[src/rtl/sub16_if.sv]
// sub16_if: operand/result bundle for the serial 16-bit subtractor.
// The ovf16 signal exists only when SUB16_OVERFLOW_EN is defined.
interface sub16_if;
    logic        start16;
    logic [15:0] a16;
    logic [15:0] b16;
    logic        bin16;
    logic        busy16;
    logic        done16;
    logic [15:0] diff16;
    logic        borrow16;
`ifdef SUB16_OVERFLOW_EN
    logic        ovf16;

    modport master (
        output start16, a16, b16, bin16,
        input  busy16, done16, diff16, borrow16, ovf16
    );

    modport slave (
        input  start16, a16, b16, bin16,
        output busy16, done16, diff16, borrow16, ovf16
    );
`else
    modport master (
        output start16, a16, b16, bin16,
        input  busy16, done16, diff16, borrow16
    );

    modport slave (
        input  start16, a16, b16, bin16,
        output busy16, done16, diff16, borrow16
    );
`endif
endinterface

[src/rtl/sub16_serial.sv]
// sub16_serial: 16-bit subtractor computing a - b - bin one nibble per
// clock, LSB nibble first, as a + ~b + carry with initial carry = ~bin.
// Optional feature: define SUB16_OVERFLOW_EN to add the signed overflow
// flag ovf16; without it the flag and its logic are absent.
module sub16_serial (
    input  logic clk,
    input  logic rst,
    sub16_if.slave bus
);

    typedef enum logic [1:0] {
        IDLE = 2'd0,
        CALC = 2'd1,
        DONE = 2'd2
    } state_t;

    state_t      state;
    state_t      state_nx;
    logic        accept;
    logic [1:0]  idx_q;
    logic [15:0] a_q;
    logic [15:0] b_q;
    logic        carry_q;
    logic [11:0] diff_acc;
    logic [4:0]  nib_sum;
    logic [15:0] diff_q;
    logic        borrow_q;
`ifdef SUB16_OVERFLOW_EN
    logic        ovf_q;
`endif

    // A start is taken whenever no subtraction is running.
    assign accept = bus.start16 && (state != CALC);

    // The operands shift right each step, so the active nibble is always [3:0].
    assign nib_sum = {1'b0, a_q[3:0]} + {1'b0, ~b_q[3:0]} + {4'b0000, carry_q};

    assign bus.diff16   = diff_q;
    assign bus.borrow16 = borrow_q;
`ifdef SUB16_OVERFLOW_EN
    assign bus.ovf16    = ovf_q;
`endif

    // State register; reset aborts any subtraction in flight.
    always_ff @(posedge clk or posedge rst) begin
        if (rst) begin
            state <= IDLE;
        end else begin
            state <= state_nx;
        end
    end

    // Next state: four CALC cycles, then a single DONE cycle unless restarted.
    always_comb begin
        state_nx = state;
        case (state)
            IDLE:    state_nx = accept ? CALC : IDLE;
            CALC:    state_nx = (idx_q == 2'd3) ? DONE : CALC;
            DONE:    state_nx = accept ? CALC : IDLE;
            default: state_nx = IDLE;
        endcase
    end

    // Status outputs decode directly from the state.
    always_comb begin
        bus.busy16 = 1'b0;
        bus.done16 = 1'b0;
        case (state)
            CALC:    bus.busy16 = 1'b1;
            DONE:    bus.done16 = 1'b1;
            default: begin
                bus.busy16 = 1'b0;
                bus.done16 = 1'b0;
            end
        endcase
    end

    // Datapath: latch operands on accept, ripple one nibble per CALC cycle,
    // and publish the results only when the last nibble completes.
    always_ff @(posedge clk or posedge rst) begin
        if (rst) begin
            idx_q    <= 2'd0;
            a_q      <= 16'h0000;
            b_q      <= 16'h0000;
            carry_q  <= 1'b0;
            diff_acc <= 12'h000;
            diff_q   <= 16'h0000;
            borrow_q <= 1'b0;
`ifdef SUB16_OVERFLOW_EN
            ovf_q    <= 1'b0;
`endif
        end else if (accept) begin
            idx_q    <= 2'd0;
            a_q      <= bus.a16;
            b_q      <= bus.b16;
            carry_q  <= ~bus.bin16;
            diff_acc <= 12'h000;
        end else if (state == CALC) begin
            idx_q    <= idx_q + 2'd1;
            a_q      <= {4'h0, a_q[15:4]};
            b_q      <= {4'h0, b_q[15:4]};
            carry_q  <= nib_sum[4];
            diff_acc <= {nib_sum[3:0], diff_acc[11:4]};
            if (idx_q == 2'd3) begin
                diff_q   <= {nib_sum[3:0], diff_acc};
                borrow_q <= ~nib_sum[4];
`ifdef SUB16_OVERFLOW_EN
                ovf_q    <= (a_q[3] != b_q[3]) && (nib_sum[3] != a_q[3]);
`endif
            end
        end
    end

endmodule

[src/flat_wrapper.sv]
// flat-port wrapper written by rule: the top's interface ports become plain ports
module sub16_serial_flat 
  (clk, rst, bus_start16, bus_a16, bus_b16, bus_bin16, bus_busy16, bus_done16, bus_diff16, bus_borrow16);
  sub16_if bus_i ();
  input  logic clk;
  input  logic rst;
  input wire logic [$bits(bus_i.start16)-1:0] bus_start16;
  input wire logic [$bits(bus_i.a16)-1:0] bus_a16;
  input wire logic [$bits(bus_i.b16)-1:0] bus_b16;
  input wire logic [$bits(bus_i.bin16)-1:0] bus_bin16;
  output wire logic [$bits(bus_i.busy16)-1:0] bus_busy16;
  output wire logic [$bits(bus_i.done16)-1:0] bus_done16;
  output wire logic [$bits(bus_i.diff16)-1:0] bus_diff16;
  output wire logic [$bits(bus_i.borrow16)-1:0] bus_borrow16;
  assign bus_i.start16 = bus_start16;
  assign bus_i.a16 = bus_a16;
  assign bus_i.b16 = bus_b16;
  assign bus_i.bin16 = bus_bin16;
  assign bus_busy16 = bus_i.busy16;
  assign bus_done16 = bus_i.done16;
  assign bus_diff16 = bus_i.diff16;
  assign bus_borrow16 = bus_i.borrow16;
  sub16_serial u_core (.clk(clk), .rst(rst), .bus(bus_i));
endmodule
[config.mk]
export PLATFORM = sky130hd
export DESIGN_NAME = sub16_serial_flat
export DESIGN_NICKNAME = d
export VERILOG_FILES = /design/src/rtl/sub16_if.sv /design/src/rtl/sub16_serial.sv /design/src/flat_wrapper.sv
export SDC_FILE = /design/constraint.sdc
export NUM_CORES = 1
export LEC_CHECK = 0
export ABC_AREA = 1
export BUFFER_PORTS_ARGS = -buffer_cell sky130_fd_sc_hd__buf_2
export CELL_PAD_IN_SITES_DETAIL_PLACEMENT = 1
export CELL_PAD_IN_SITES_GLOBAL_PLACEMENT = 1
export CORE_UTILIZATION = 42
export CTS_BUF_LIST = sky130_fd_sc_hd__clkbuf_16
export DETAILED_ROUTE_END_ITERATION = 6
export PLACE_DENSITY_LB_ADDON = 0.1
export SYNTH_ARGS = -nofsm -noshare
export SYNTH_HDL_FRONTEND = slang
export SYNTH_SLANG_ARGS = --single-unit
[constraint.sdc]
create_clock -name clk -period 3.8 [get_ports clk]
set_input_delay 0.76 -clock clk [delete_from_list [all_inputs] [get_ports clk]]
set_output_delay 0.76 -clock clk [all_outputs]
set_load 0.03 [all_outputs]
==> load_flow_metrics.sql, run 1 <==
INSERT INTO impl_metrics (metric_group, metric, value, unit) VALUES
('timing', 'min_period', '2363', 'ps'),
('timing', 'finalHoldViolations', '0', ''),
('finish', 'antennaDiodeCount', '0', ''),
('synth', 'synthesis.instances', '293', ''),
('setup_path', 'timing.critical_path.cells', 'inv_2 -> nor2_4 -> buf_2', ''),
('synth', 'syn-num-nets', '335', ''),
('clock_network', 'clock_insertion_delay_worst_skew', '330', 'ps'),
('route', 'detail_route.drc_violations', '6', ''),
('synth', 'seq_area_frac_synth', '0.5797', ''),
('synth', 'synth_seq_cells', '66', ''),
('setup_path', 'critical_path.max_stage_delay', '500', 'ps'),
('die', 'std_cell_rows', '29', ''),
('route', 'antenna_left', '0', ''),
('power_and_ir_drop', 'netSwitchingPower', '1.293', 'mW'),
('setup_path', 'r2r_setup_slack', '1810', 'ps'),
('die', 'fp.dieH', '84.36', 'um'),
('finish', 'layout.cells.most_common', 'sky130_fd_sc_hd__nand2_1', ''),
('timing', 'hold_slack', '474.7', 'ps'),
('setup_path', 'critical_path_buf_inv_count', '2', ''),
('global_routing', 'grt_usage', '0.2029', ''),
('power_and_ir_drop', 'cellLeakagePower', '1.724', 'nW'),
('worst_hold_path', 'worst_hold_path.endpoint', 'u_core.bus.diff16[3]', ''),
('setup_path', 'timing.rr.start', 'u_core.state[1]', ''),
('placed_design', 'place_congestion', '0.7215', ''),
('worst_hold_path', 'holdPathStages', '2', ''),
('finish', 'drive_above_1_share', '0.2507', ''),
('run_status', 'status', 'complete, but fails checks', ''),
('power_and_ir_drop', 'power.sequential.fraction', '0.360', ''),
('global_routing', 'grt_start_max_net_pins', '35', ''),
('clock_network', 'bufs_on_longest_clock_path', '2', ''),
('setup_path', 'timing_worst_setup_path_type', 'reg2out', ''),
('global_routing', 'grt_pass1_vias', '2221', ''),
('synth', 'ys.warnings.count', '0', ''),
('clock_network', 'cts-resized-gates', '0', ''),
('global_routing', 'grt_antenna_before_repair', '0', ''),
('timing', 'finClkSkew', '4.901', 'ps'),
('setup_path', 'worst_r2r_path_depth', '4', ''),
('setup_path', 'worst-path-max-fanout', '23', ''),
('die', 'initial_standard_cell_utilization_of_the_core', '0.4411', ''),
('setup_path', 'required', '3040', 'ps'),
('setup_path', 'arrival_time_reported_for_the_critical_path_endpoint', '1600', 'ps'),
('power_and_ir_drop', 'ir_drop_worst_case_vdd', '0.4888', 'mV'),
('route', 'detailroute.via_count', '2166', ''),
('route', 'drt-vias-per-instance', '5.061', ''),
('synth', 'synthesis.area', '2849', 'um2'),
('finish', 'final_cell_mix', '95 x sky130_fd_sc_hd__nand2_1, 66 x sky130_fd_sc_hd__dfrtp_1, 54 x sky130_fd_sc_hd__buf_2, 34 x sky130_fd_sc_hd__inv_1, 18 x sky130_fd_sc_hd__nand3_1', ''),
('placed_design', 'hpwlAfterDp', '4129', 'um'),
('worst_hold_path', 'hp-class', 'reg2reg', ''),
('timing', 'slew_viol_final', '0', ''),
('route', 'wl_per_cell', '14.82', 'um'),
('die', 'fp.coreArea', '6459', 'um2'),
('timing', 'setup_viol', '0', ''),
('timing', 'rsz_0062_raised_after_global_routing', 'no', ''),
('run_status', 'failing_checks', 'design-rule violations', ''),
('clock_network', 'ctsRootBufferMaster', 'sky130_fd_sc_hd__clkbuf_16', ''),
('global_routing', 'first_pass_grt_wire_length', '10960', 'um'),
('timing', 'tns', '0', 'ps'),
('clock_network', 'cts.htree.levels', '3', ''),
('placed_design', 'port_buffers', '54', ''),
('timing', 'clock.fmax', '0.4232', 'GHz'),
('clock_network', 'clkSinkCount', '66', ''),
('setup_path', 'type_of_element_capturing_the_critical_path', 'output port', ''),
('clock_network', 'cts-buffers-inserted', '9', ''),
('die', 'die_w', '84.36', 'um'),
('power_and_ir_drop', 'power_switching_share', '0.4043', ''),
('finish', 'areaGrowthSynthToFinish', '19.41', '%'),
('finish', 'nNetsFinal', '388', ''),
('timing', 'final_critical_path_share_of_the_clock_period', '0.6218', ''),
('route', 'drt_first_pass_iters', '7', ''),
('synth', 'yosysUniqueCellTypes', '22', ''),
('power_and_ir_drop', 'power_density', '940.5', 'nW/um2');
-- per-stage QoR --
step	power, mW	std cells	instance area, um2	setup WS, ps
final	3.200	428	3402	1437
after detailed placement	2.441	412	3123	1776
after floorplan	2.151	293	2849	1385
after global routing	3.445	428	3402	1349
after global placement	2.391	412	3123	1790
after CTS	3.246	428	3402	1422
-- kinds of logic (layout without fill, tap and decap cells) --
family | after synthesis | count (layout) | share of synthesized area
AOI/OAI and AO/OA | 53 | 53 | 0.1296
xor gates and xnor gates | 1 | 1 | 0.003075
adders and majority gates | 6 | 6 | 0.03162
buffers and inverters | 48 | 106 | 0.08257
DFF | 66 | 66 | 0.5797
and+or+nand+nor | 119 | 119 | 0.1735
-- state kept, by name (all words and copies together), names as in the netlist --
| register | cells |
|---|---|
| u_core.a_q | 16 |
| u_core.b_q | 16 |
| u_core.bus.diff16 | 16 |
| u_core.diff_acc | 12 |
| u_core.idx_q | 2 |
| u_core.state | 2 |
| u_core.bus.borrow16 | 1 |
| u_core.carry_q | 1 |
-- worst reg2reg max path, delay by kind of cell (launching register included) --
| family | cells | cell delay, ps |
|---|---|---|
| and+or+nand+nor | 2 | 1010 |
| DFF | 1 | 390 |
| AOI/OAI and AO/OA | 1 | 400 |
| buffers and inverters | 1 | 80 |
-- how the worst max path moves through the flow --
stage | slack (ps) | cells past startpoint | startpoint | end
2_1_floorplan | 1390 | 1 | rst | u_core.a_q[0]
3_3_place_gp | 1790 | 3 | u_core.state[0] | bus_busy16
3_5_place_dp | 1780 | 3 | u_core.state[0] | bus_busy16
4_1_cts | 1420 | 3 | u_core.state[0] | bus_busy16
5_1_grt | 1350 | 3 | u_core.state[0] | bus_busy16
6_report | 1440 | 3 | u_core.state[0] | bus_busy16
-- routing by layer --
metal | global-route usage | vias up | wire length, um
li1 | - | 1046 | -
met1 | 0.2816 | 1063 | 3049
met2 | 0.3048 | 49 | 2924
met3 | 0.05998 | 8 | 277
met4 | 0.07396 | 0 | 92
met5 | 0 | - | 0
-- power groups by stage --
stage	combinational [mW]	clock [mW]	sequential (mW)
floorplan	0.863	0	1.29
global placement	1.24	0	1.15
detailed placement	1.28	0	1.16
CTS	1.30	0.796	1.16
global route	1.43	0.826	1.19
finish	1.27	0.776	1.15
-- cell usage after synthesis --
cell / count / area share
sky130_fd_sc_hd__dfrtp_1: 66 / 0.58
sky130_fd_sc_hd__buf_6: 4 / 0.016
sky130_fd_sc_hd__o21ai_2: 14 / 0.043
sky130_fd_sc_hd__nand3_1: 18 / 0.032
sky130_fd_sc_hd__buf_4: 5 / 0.013
sky130_fd_sc_hd__inv_1: 32 / 0.042
sky130_fd_sc_hd__inv_2: 2 / 0.0026
sky130_fd_sc_hd__buf_2: 5 / 0.0088
sky130_fd_sc_hd__nor2_1: 2 / 0.0026
sky130_fd_sc_hd__fa_1: 2 / 0.014
sky130_fd_sc_hd__a22o_1: 1 / 0.0031
sky130_fd_sc_hd__o211ai_1: 13 / 0.034
sky130_fd_sc_hd__xnor2_1: 1 / 0.0031
sky130_fd_sc_hd__nand2_1: 95 / 0.13
sky130_fd_sc_hd__o21ai_1: 2 / 0.0035
sky130_fd_sc_hd__nor2_4: 2 / 0.0079
sky130_fd_sc_hd__a21oi_1: 3 / 0.0053
sky130_fd_sc_hd__nand2_2: 1 / 0.0022
sky130_fd_sc_hd__o22ai_1: 12 / 0.026
sky130_fd_sc_hd__ha_1: 4 / 0.018
sky130_fd_sc_hd__o21ai_0: 8 / 0.014
sky130_fd_sc_hd__nand2_4: 1 / 0.0040
-- final cells by class --
cell class	count	area (um2)
Clock inverter	7	53.80
Fill cell	778	3057
Multi-Input combinational cell	179	962.2
Tap cell	77	96.34
Clock buffer	9	225.2
Sequential cell	66	1652
Inverter	34	127.6
Timing Repair Buffer	56	285.3
Note: power is estimated with default switching activity, not from simulation.
==> run 2: changes to the inputs <==
--- a/config.mk
+++ b/config.mk
@@ -9,7 +9,7 @@
 export BUFFER_PORTS_ARGS = -buffer_cell sky130_fd_sc_hd__buf_2
 export CELL_PAD_IN_SITES_DETAIL_PLACEMENT = 1
 export CELL_PAD_IN_SITES_GLOBAL_PLACEMENT = 1
-export CORE_UTILIZATION = 42
+export CORE_UTILIZATION = 38
 export CTS_BUF_LIST = sky130_fd_sc_hd__clkbuf_16
 export DETAILED_ROUTE_END_ITERATION = 6
 export PLACE_DENSITY_LB_ADDON = 0.1
==> constraint.sdc (replaced) <==
create_clock -name clk -period 2 [get_ports clk]
set_input_delay 0.4 -clock clk [delete_from_list [all_inputs] [get_ports clk]]
set_output_delay 0.4 -clock clk [all_outputs]
set_load 0.03 [all_outputs]
==> run 2 against run 1 <==
  * The run now ends clean
  * Clock power is 73% higher
  * Sequential share of layout area is 0.86 points lower
  * Via count is 0.60% lower
  * First-iteration DRC count is 41% lower
  * Total power is 88% higher
  * Cell count is 6.1% higher
  * Clock skew is 1.1 ps higher
  * Global-route usage is 1.5 points lower
  * Critical path depth is 1 higher
  * Die area is 10% higher
  * Largest cell class unchanged
  * Largest power group unchanged
==> load_flow_metrics.sql, run 2 (synthesis gave the netlist of run 1 again) <==
INSERT INTO impl_metrics (metric_group, metric, value, unit) VALUES
('route', 'dr.first_iter.drc_count', '66', ''),
('route', 'detail_route.drc_violations', '0', ''),
('global_routing', 'grt_pass1_vias', '2193', ''),
('setup_path', 'required', '2180', 'ps'),
('global_routing', 'first_pass_grt_wire_length', '10910', 'um'),
('clock_network', 'cts-buffers-inserted', '9', ''),
('clock_network', 'cts_tree', 'built', ''),
('placed_design', 'place_congestion', '0.7476', ''),
('die', 'fp.dieH', '88.59', 'um'),
('finish', 'antennaDiodeCount', '0', ''),
('route', 'antenna_left', '0', ''),
('timing', 'final_critical_path_share_of_the_clock_period', '0.8729', ''),
('global_routing', 'grt_start_max_net_pins', '35', ''),
('clock_network', 'cts.htree.levels', '3', ''),
('clock_network', 'ctsRootBufferMaster', 'sky130_fd_sc_hd__clkbuf_16', ''),
('setup_path', 'arrival_time_reported_for_the_critical_path_endpoint', '1930', 'ps'),
('global_routing', 'grt_overflow', '0', ''),
('die', 'ioPinCount', '55', ''),
('setup_path', 'start_kind', 'flip-flop', ''),
('setup_path', 'timing_worst_setup_path_type', 'reg2reg', ''),
('global_routing', 'grt_usage', '0.1879', ''),
('timing', 'slew_viol_final', '0', ''),
('power_and_ir_drop', 'cellLeakagePower', '1.733', 'nW'),
('timing', 'finalHoldViolations', '0', ''),
('clock_network', 'clock_insertion_delay_worst_skew', '320', 'ps'),
('power_and_ir_drop', 'power_density', '1736', 'nW/um2'),
('clock_network', 'bufs_on_longest_clock_path', '2', ''),
('finish', 'drive_above_1_share', '0.2592', ''),
('run_status', 'status', 'finished clean', ''),
('timing', 'worst_tran_pin_value', '600.6', 'ps'),
('timing', 'min_period', '1746', 'ps'),
('timing', 'setup_viol', '0', ''),
('die', 'die_w', '88.59', 'um'),
('clock_network', 'cts_hold_buffers', '0', ''),
('setup_path', 'worst-path-max-fanout', '2', ''),
('die', 'std_cell_rows', '31', ''),
('route', 'wl_per_cell', '14.24', 'um'),
('timing', 'clock.fmax', '0.5728', 'GHz'),
('placed_design', 'hpwlAfterDp', '4392', 'um'),
('timing', 'tns', '0', 'ps'),
('flow_run', 'maxCapViolCount', '0', ''),
('timing', 'finClkSkew', '5.999', 'ps'),
('global_routing', 'grt_antenna_before_repair', '0', ''),
('timing', 'worst_slew_margin_rel', '0.5987', ''),
('route', 'drt-vias-per-instance', '4.742', ''),
('die', 'fp.coreArea', '7253', 'um2'),
('power_and_ir_drop', 'p_total', '6.013', 'mW'),
('clock_network', 'cts-resized-gates', '0', ''),
('finish', 'nNetsFinal', '392', ''),
('route', 'postRouteWirelength', '6464', 'um'),
('power_and_ir_drop', 'ir_drop_worst_case_vdd', '0.7265', 'mV'),
('clock_network', 'worst_path_clk_slew', '50', 'ps'),
('finish', 'final_cell_mix', '95 x sky130_fd_sc_hd__nand2_1, 66 x sky130_fd_sc_hd__dfrtp_1, 54 x sky130_fd_sc_hd__buf_2, 33 x sky130_fd_sc_hd__inv_1, 18 x sky130_fd_sc_hd__nand3_1', ''),
('die', 'initial_standard_cell_utilization_of_the_core', '0.3928', ''),
('timing', 'rsz_0062_raised_after_global_routing', 'no', ''),
('clock_network', 'post_cts_buffers', '0', ''),
('route', 'drt_first_pass_iters', '3', ''),
('worst_hold_path', 'hp-class', 'in2async', ''),
('route', 'detailroute.via_count', '2153', ''),
('placed_design', 'port_buffers', '54', ''),
('finish', 'layout.cells.most_common', 'sky130_fd_sc_hd__nand2_1', ''),
('die', 'full_die_area', '7847', 'um2'),
('finish', 'areaGrowthSynthToFinish', '21.56', '%'),
('setup_path', 'type_of_element_capturing_the_critical_path', 'flip-flop', ''),
('clock_network', 'clkSinkCount', '66', '');
[run 2: cell types whose count changed in the layout (fill, tap and decap cells not counted)]
cell                         change
sky130_fd_sc_hd__bufinv_16       -1
sky130_fd_sc_hd__inv_2           -1
sky130_fd_sc_hd__buf_4           +2
sky130_fd_sc_hd__clkinv_1        +1
sky130_fd_sc_hd__clkinvlp_4      +1
sky130_fd_sc_hd__buf_12          +2
sky130_fd_sc_hd__clkinv_2        +1
sky130_fd_sc_hd__inv_1           -1
[run 2: final cells by class]
type                    count  area [um2]
clock buffers               9       225.2
well taps                  99       123.9
flip-flops and latches     66        1652
multi-input cells         179       962.2
clock inverters             7       28.78
inverters                  34       131.4
fillers                   871        3790
repair buffers             60       340.3
[run 2: power breakdown]
group | internal (mW) | switching, mW
sequential | 1.91 | 0.282
clock | 0.810 | 0.528
combinational | 0.827 | 1.65
[run 2: metrics by stage]
| step | setup slack, ps | cell area, um2 | utilization | instances | hold WS, ps |
|---|---|---|---|---|---|
| floorplan | 372.8 | 2853 | - | 293 | 449.1 |
| global placement | 313.9 | 3209 | 0.4425 | 438 | 459.4 |
| detailed placement | 266.3 | 3209 | 0.4425 | 438 | 463.2 |
| CTS | 246.1 | 3463 | 0.4775 | 454 | 170.6 |
| global route | 163.2 | 3463 | 0.4775 | 454 | 196.3 |
| finish | 254.3 | 3463 | 0.4775 | 454 | 153.0 |
[run 2: worst max-delay path: stages (launching register included)]
cell and delay, ps:
sky130_fd_sc_hd__dfrtp_1 400, sky130_fd_sc_hd__fa_1 470, sky130_fd_sc_hd__fa_1 420, sky130_fd_sc_hd__xnor2_1 220, sky130_fd_sc_hd__o21ai_1 90
[run 2: path summary, 6_finish.rpt]
kind	from	endpoint	slack, ps	cells past startpoint
min in group clk	bus_a16[14]	u_core.a_q[14]	290	3
max reg2reg	u_core.carry_q	u_core.bus.diff16[14]	250	4
min	rst	u_core.bus.diff16[10]	150	2
max	u_core.carry_q	u_core.bus.diff16[14]	250	4
min reg2reg	u_core.idx_q[0]	u_core.idx_q[0]	470	1
max in group asynchronous	rst	u_core.a_q[0]	1350	3
[run 2: routing by layer]
| metal | global-route usage | up-vias | part of all wire |
|---|---|---|---|
| li1 | - | 1063 | - |
| met1 | 0.2535 | 1047 | 0.49 |
| met2 | 0.2972 | 37 | 0.47 |
| met3 | 0.03918 | 6 | 0.030 |
| met4 | 0.07625 | 0 | 0.012 |
| met5 | 0 | - | 0 |
==> run 3: changes to the inputs <==
--- a/config.mk
+++ b/config.mk
@@ -7,12 +7,11 @@
 export LEC_CHECK = 0
 export ABC_AREA = 1
 export BUFFER_PORTS_ARGS = -buffer_cell sky130_fd_sc_hd__buf_2
-export CELL_PAD_IN_SITES_DETAIL_PLACEMENT = 1
-export CELL_PAD_IN_SITES_GLOBAL_PLACEMENT = 1
-export CORE_UTILIZATION = 38
+export CORE_UTILIZATION = 42
 export CTS_BUF_LIST = sky130_fd_sc_hd__clkbuf_16
 export DETAILED_ROUTE_END_ITERATION = 6
-export PLACE_DENSITY_LB_ADDON = 0.1
+export PLACE_DENSITY = 0.66
+export RECOVER_POWER = 100
 export SYNTH_ARGS = -nofsm -noshare
 export SYNTH_HDL_FRONTEND = slang
 export SYNTH_SLANG_ARGS = --single-unit
==> run 3 against run 2 <==
  * The flow now finishes with violations (design-rule violations)
  * Hold slack better by 120 ps
  * Sequential power about the same
  * Cell count decreased by 5.1%
  * Routed wire length shrank 9.7%
  * Fmax decreased by 0.97%
  * Critical path depth shrank 1
  * Final area decreased by 1.9%
  * Largest power group unchanged
==> load_flow_metrics.sql, run 3 (synthesis gave the netlist of run 1 again) <==
INSERT INTO impl_metrics (metric_group, metric, value, unit) VALUES
('setup_path', 'type_of_element_capturing_the_critical_path', 'output port', ''),
('placed_design', 'port_buffers', '54', ''),
('clock_network', 'clock_insertion_delay_worst_skew', '330', 'ps'),
('clock_network', 'worst_path_clk_slew', '50', 'ps'),
('worst_hold_path', 'hp-class', 'in2reg', ''),
('finish', 'fillerInstances', '622', ''),
('setup_path', 'timing.critical_path.cells', 'inv_1 -> nor2_4 -> clkbuf_2', ''),
('setup_path', 'worst-path-max-fanout', '13', ''),
('clock_network', 'post_cts_buffers', '0', ''),
('run_status', 'failing_checks', 'design-rule violations', ''),
('die', 'fp.coreArea', '6459', 'um2'),
('timing', 'slew_viol_final', '0', ''),
('placed_design', 'dpl-instance-area', '3162', 'um2'),
('worst_hold_path', 'holdPathStages', '3', ''),
('die', 'ioPinCount', '55', ''),
('die', 'initial_standard_cell_utilization_of_the_core', '0.4411', ''),
('setup_path', 'r2r_setup_slack', '270', 'ps'),
('finish', 'layout.cells.most_common', 'sky130_fd_sc_hd__nand2_1', ''),
('timing', 'final_critical_path_share_of_the_clock_period', '0.8814', ''),
('route', 'drt-vias-per-instance', '4.947', ''),
('setup_path', 'arrival_time_reported_for_the_critical_path_endpoint', '1360', 'ps'),
('die', 'fp.dieH', '84.36', 'um'),
('route', 'drt_first_pass_iters', '7', ''),
('timing', 'tns', '0', 'ps'),
('finish', 'nNetsFinal', '391', ''),
('timing', 'worst_slew_margin_rel', '0.02643', ''),
('placed_design', 'hpwlAfterDp', '3715', 'um'),
('finish', 'areaGrowthSynthToFinish', '19.24', '%'),
('setup_path', 'crit_path_top_delay_cell', 'sky130_fd_sc_hd__dfrtp_1', ''),
('route', 'dr.first_iter.drc_count', '172', ''),
('setup_path', 'required', '1600', 'ps'),
('run_status', 'status', 'complete, but fails checks', ''),
('flow_run', 'maxCapViolCount', '0', ''),
('clock_network', 'cts.htree.levels', '3', ''),
('finish', 'drive_above_1_share', '0.1638', ''),
('power_and_ir_drop', 'ir_drop_worst_case_vdd', '0.7984', 'mV'),
('clock_network', 'cts_tree', 'built', ''),
('route', 'wl_per_cell', '13.54', 'um'),
('clock_network', 'cts-resized-gates', '0', ''),
('power_and_ir_drop', 'power_density', '1822', 'nW/um2'),
('placed_design', 'numPlacedInstances', '415', ''),
('worst_hold_path', 'holdCritStartpoint', 'bus_a16[4]', ''),
('timing', 'clock.fmax', '0.5673', 'GHz'),
('global_routing', 'grt_overflow', '0', ''),
('setup_path', 'worst_r2r_path_depth', '6', ''),
('global_routing', 'first_pass_grt_wire_length', '9915', 'um'),
('global_routing', 'grt_start_max_net_pins', '67', ''),
('power_and_ir_drop', 'cellLeakagePower', '1.650', 'nW'),
('route', 'detailroute.via_count', '2132', ''),
('timing', 'finalHoldViolations', '0', ''),
('setup_path', 'critical_path.max_stage_delay', '390', 'ps'),
('route', 'antenna_left', '0', ''),
('timing', 'worst_tran_pin_value', '1460', 'ps'),
('setup_path', 'timing_worst_setup_path_type', 'reg2out', ''),
('global_routing', 'grt_antenna_before_repair', '0', ''),
('timing', 'min_period', '1763', 'ps'),
('power_and_ir_drop', 'p_total', '6.190', 'mW'),
('finish', 'final_cell_mix', '95 x sky130_fd_sc_hd__nand2_1, 66 x sky130_fd_sc_hd__dfrtp_1, 35 x sky130_fd_sc_hd__buf_2, 34 x sky130_fd_sc_hd__inv_1, 24 x sky130_fd_sc_hd__o21ai_0', ''),
('global_routing', 'grt_usage', '0.1830', ''),
('clock_network', 'cts_hold_buffers', '0', ''),
('placed_design', 'place_congestion', '0.8259', ''),
('route', 'postRouteWirelength', '5835', 'um'),
('die', 'full_die_area', '7117', 'um2'),
('setup_path', 'rr_endpoint', 'u_core.carry_q', ''),
('clock_network', 'clkSinkCount', '66', ''),
('finish', 'final_cells', '431', ''),
('route', 'detail_route.drc_violations', '3', ''),
('timing', 'finClkSkew', '5.539', 'ps'),
('timing', 'rsz_0062_raised_after_global_routing', 'no', ''),
('die', 'die_w', '84.36', 'um'),
('global_routing', 'grt_pass1_vias', '1996', ''),
('die', 'std_cell_rows', '29', ''),
('setup_path', 'timing.rr.start', 'u_core.carry_q', ''),
('clock_network', 'bufs_on_longest_clock_path', '2', ''),
('finish', 'antennaDiodeCount', '0', ''),
('worst_hold_path', 'worst_hold_path.endpoint', 'u_core.a_q[4]', ''),
('clock_network', 'cts-buffers-inserted', '9', ''),
('clock_network', 'ctsRootBufferMaster', 'sky130_fd_sc_hd__clkbuf_16', ''),
('setup_path', 'start_kind', 'flip-flop', ''),
('timing', 'setup_viol', '0', ''),
('finish', 'stdcell_area', '3397', 'um2');
[run 3: changes by cell type in the layout (fill, tap and decap cells not counted), sizes merged]
cell and delta:
clkinv -3, clkinvlp +1, bufinv +3, buf -23, inv -1, clkbuf +22
[run 3: critical path: cells and delay by family, from the launching register on]
family	cells	cell delay, ps
buf+inv	2	360
flops	1	390
simple gates	1	280
[run 3: power breakdown]
part | switching (mW) | internal, mW | total, mW
combinational | 1.50 | 0.710 | 2.21
clock | 0.574 | 1.22 | 1.79
sequential | 0.277 | 1.91 | 2.19
[run 3: cell type report]
| cell class | instances | area (um2) | area share |
|---|---|---|---|
| Multi-Input combinational cell | 179 | 899.6 | 0.2648 |
| Clock buffer | 9 | 225.2 | 0.06630 |
| Inverter | 34 | 131.4 | 0.03867 |
| Timing Repair Buffer | 59 | 274.0 | 0.08066 |
| Tap cell | 77 | 96.34 | 0.02836 |
| Clock inverter | 7 | 118.9 | 0.03499 |
| Sequential cell | 66 | 1652 | 0.4862 |
[run 3: per-layer routing]
| metal | up-vias | global-route usage | share of wire | wire length, um |
|---|---|---|---|---|
| li1 | 1064 | - | - | - |
| met1 | 998 | 0.2519 | 0.45 | 2650 |
| met2 | 63 | 0.2742 | 0.47 | 2761 |
| met3 | 7 | 0.05900 | 0.058 | 337 |
| met4 | 0 | 0.06471 | 0.015 | 86 |
| met5 | - | 0 | 0 | 0 |
[run 3: stage by stage]
| step | setup WS (ps) | utilization | hold slack [ps] |
|---|---|---|---|
| after global routing | 109.1 | 0.5260 | 286.7 |
| after floorplan | 372.8 | - | 449.1 |
| after detailed placement | 277.8 | 0.4895 | 463.8 |
| after global placement | 325.7 | 0.4895 | 459.8 |
| after CTS | 190.2 | 0.5428 | 177.9 |
| final | 237.1 | 0.5260 | 277.7 |
[run 3: worst max-delay path by stage]
| stage | cells after the start | startpoint | endpoint |
|---|---|---|---|
| after floorplan | 6 | u_core.carry_q | u_core.carry_q |
| after global placement | 6 | u_core.carry_q | u_core.carry_q |
| after detailed placement | 6 | u_core.carry_q | u_core.carry_q |
| after CTS | 3 | u_core.state[0] | bus_busy16 |
| after global routing | 5 | u_core.state[0] | u_core.b_q[8] |
| final | 3 | u_core.state[0] | bus_busy16 |
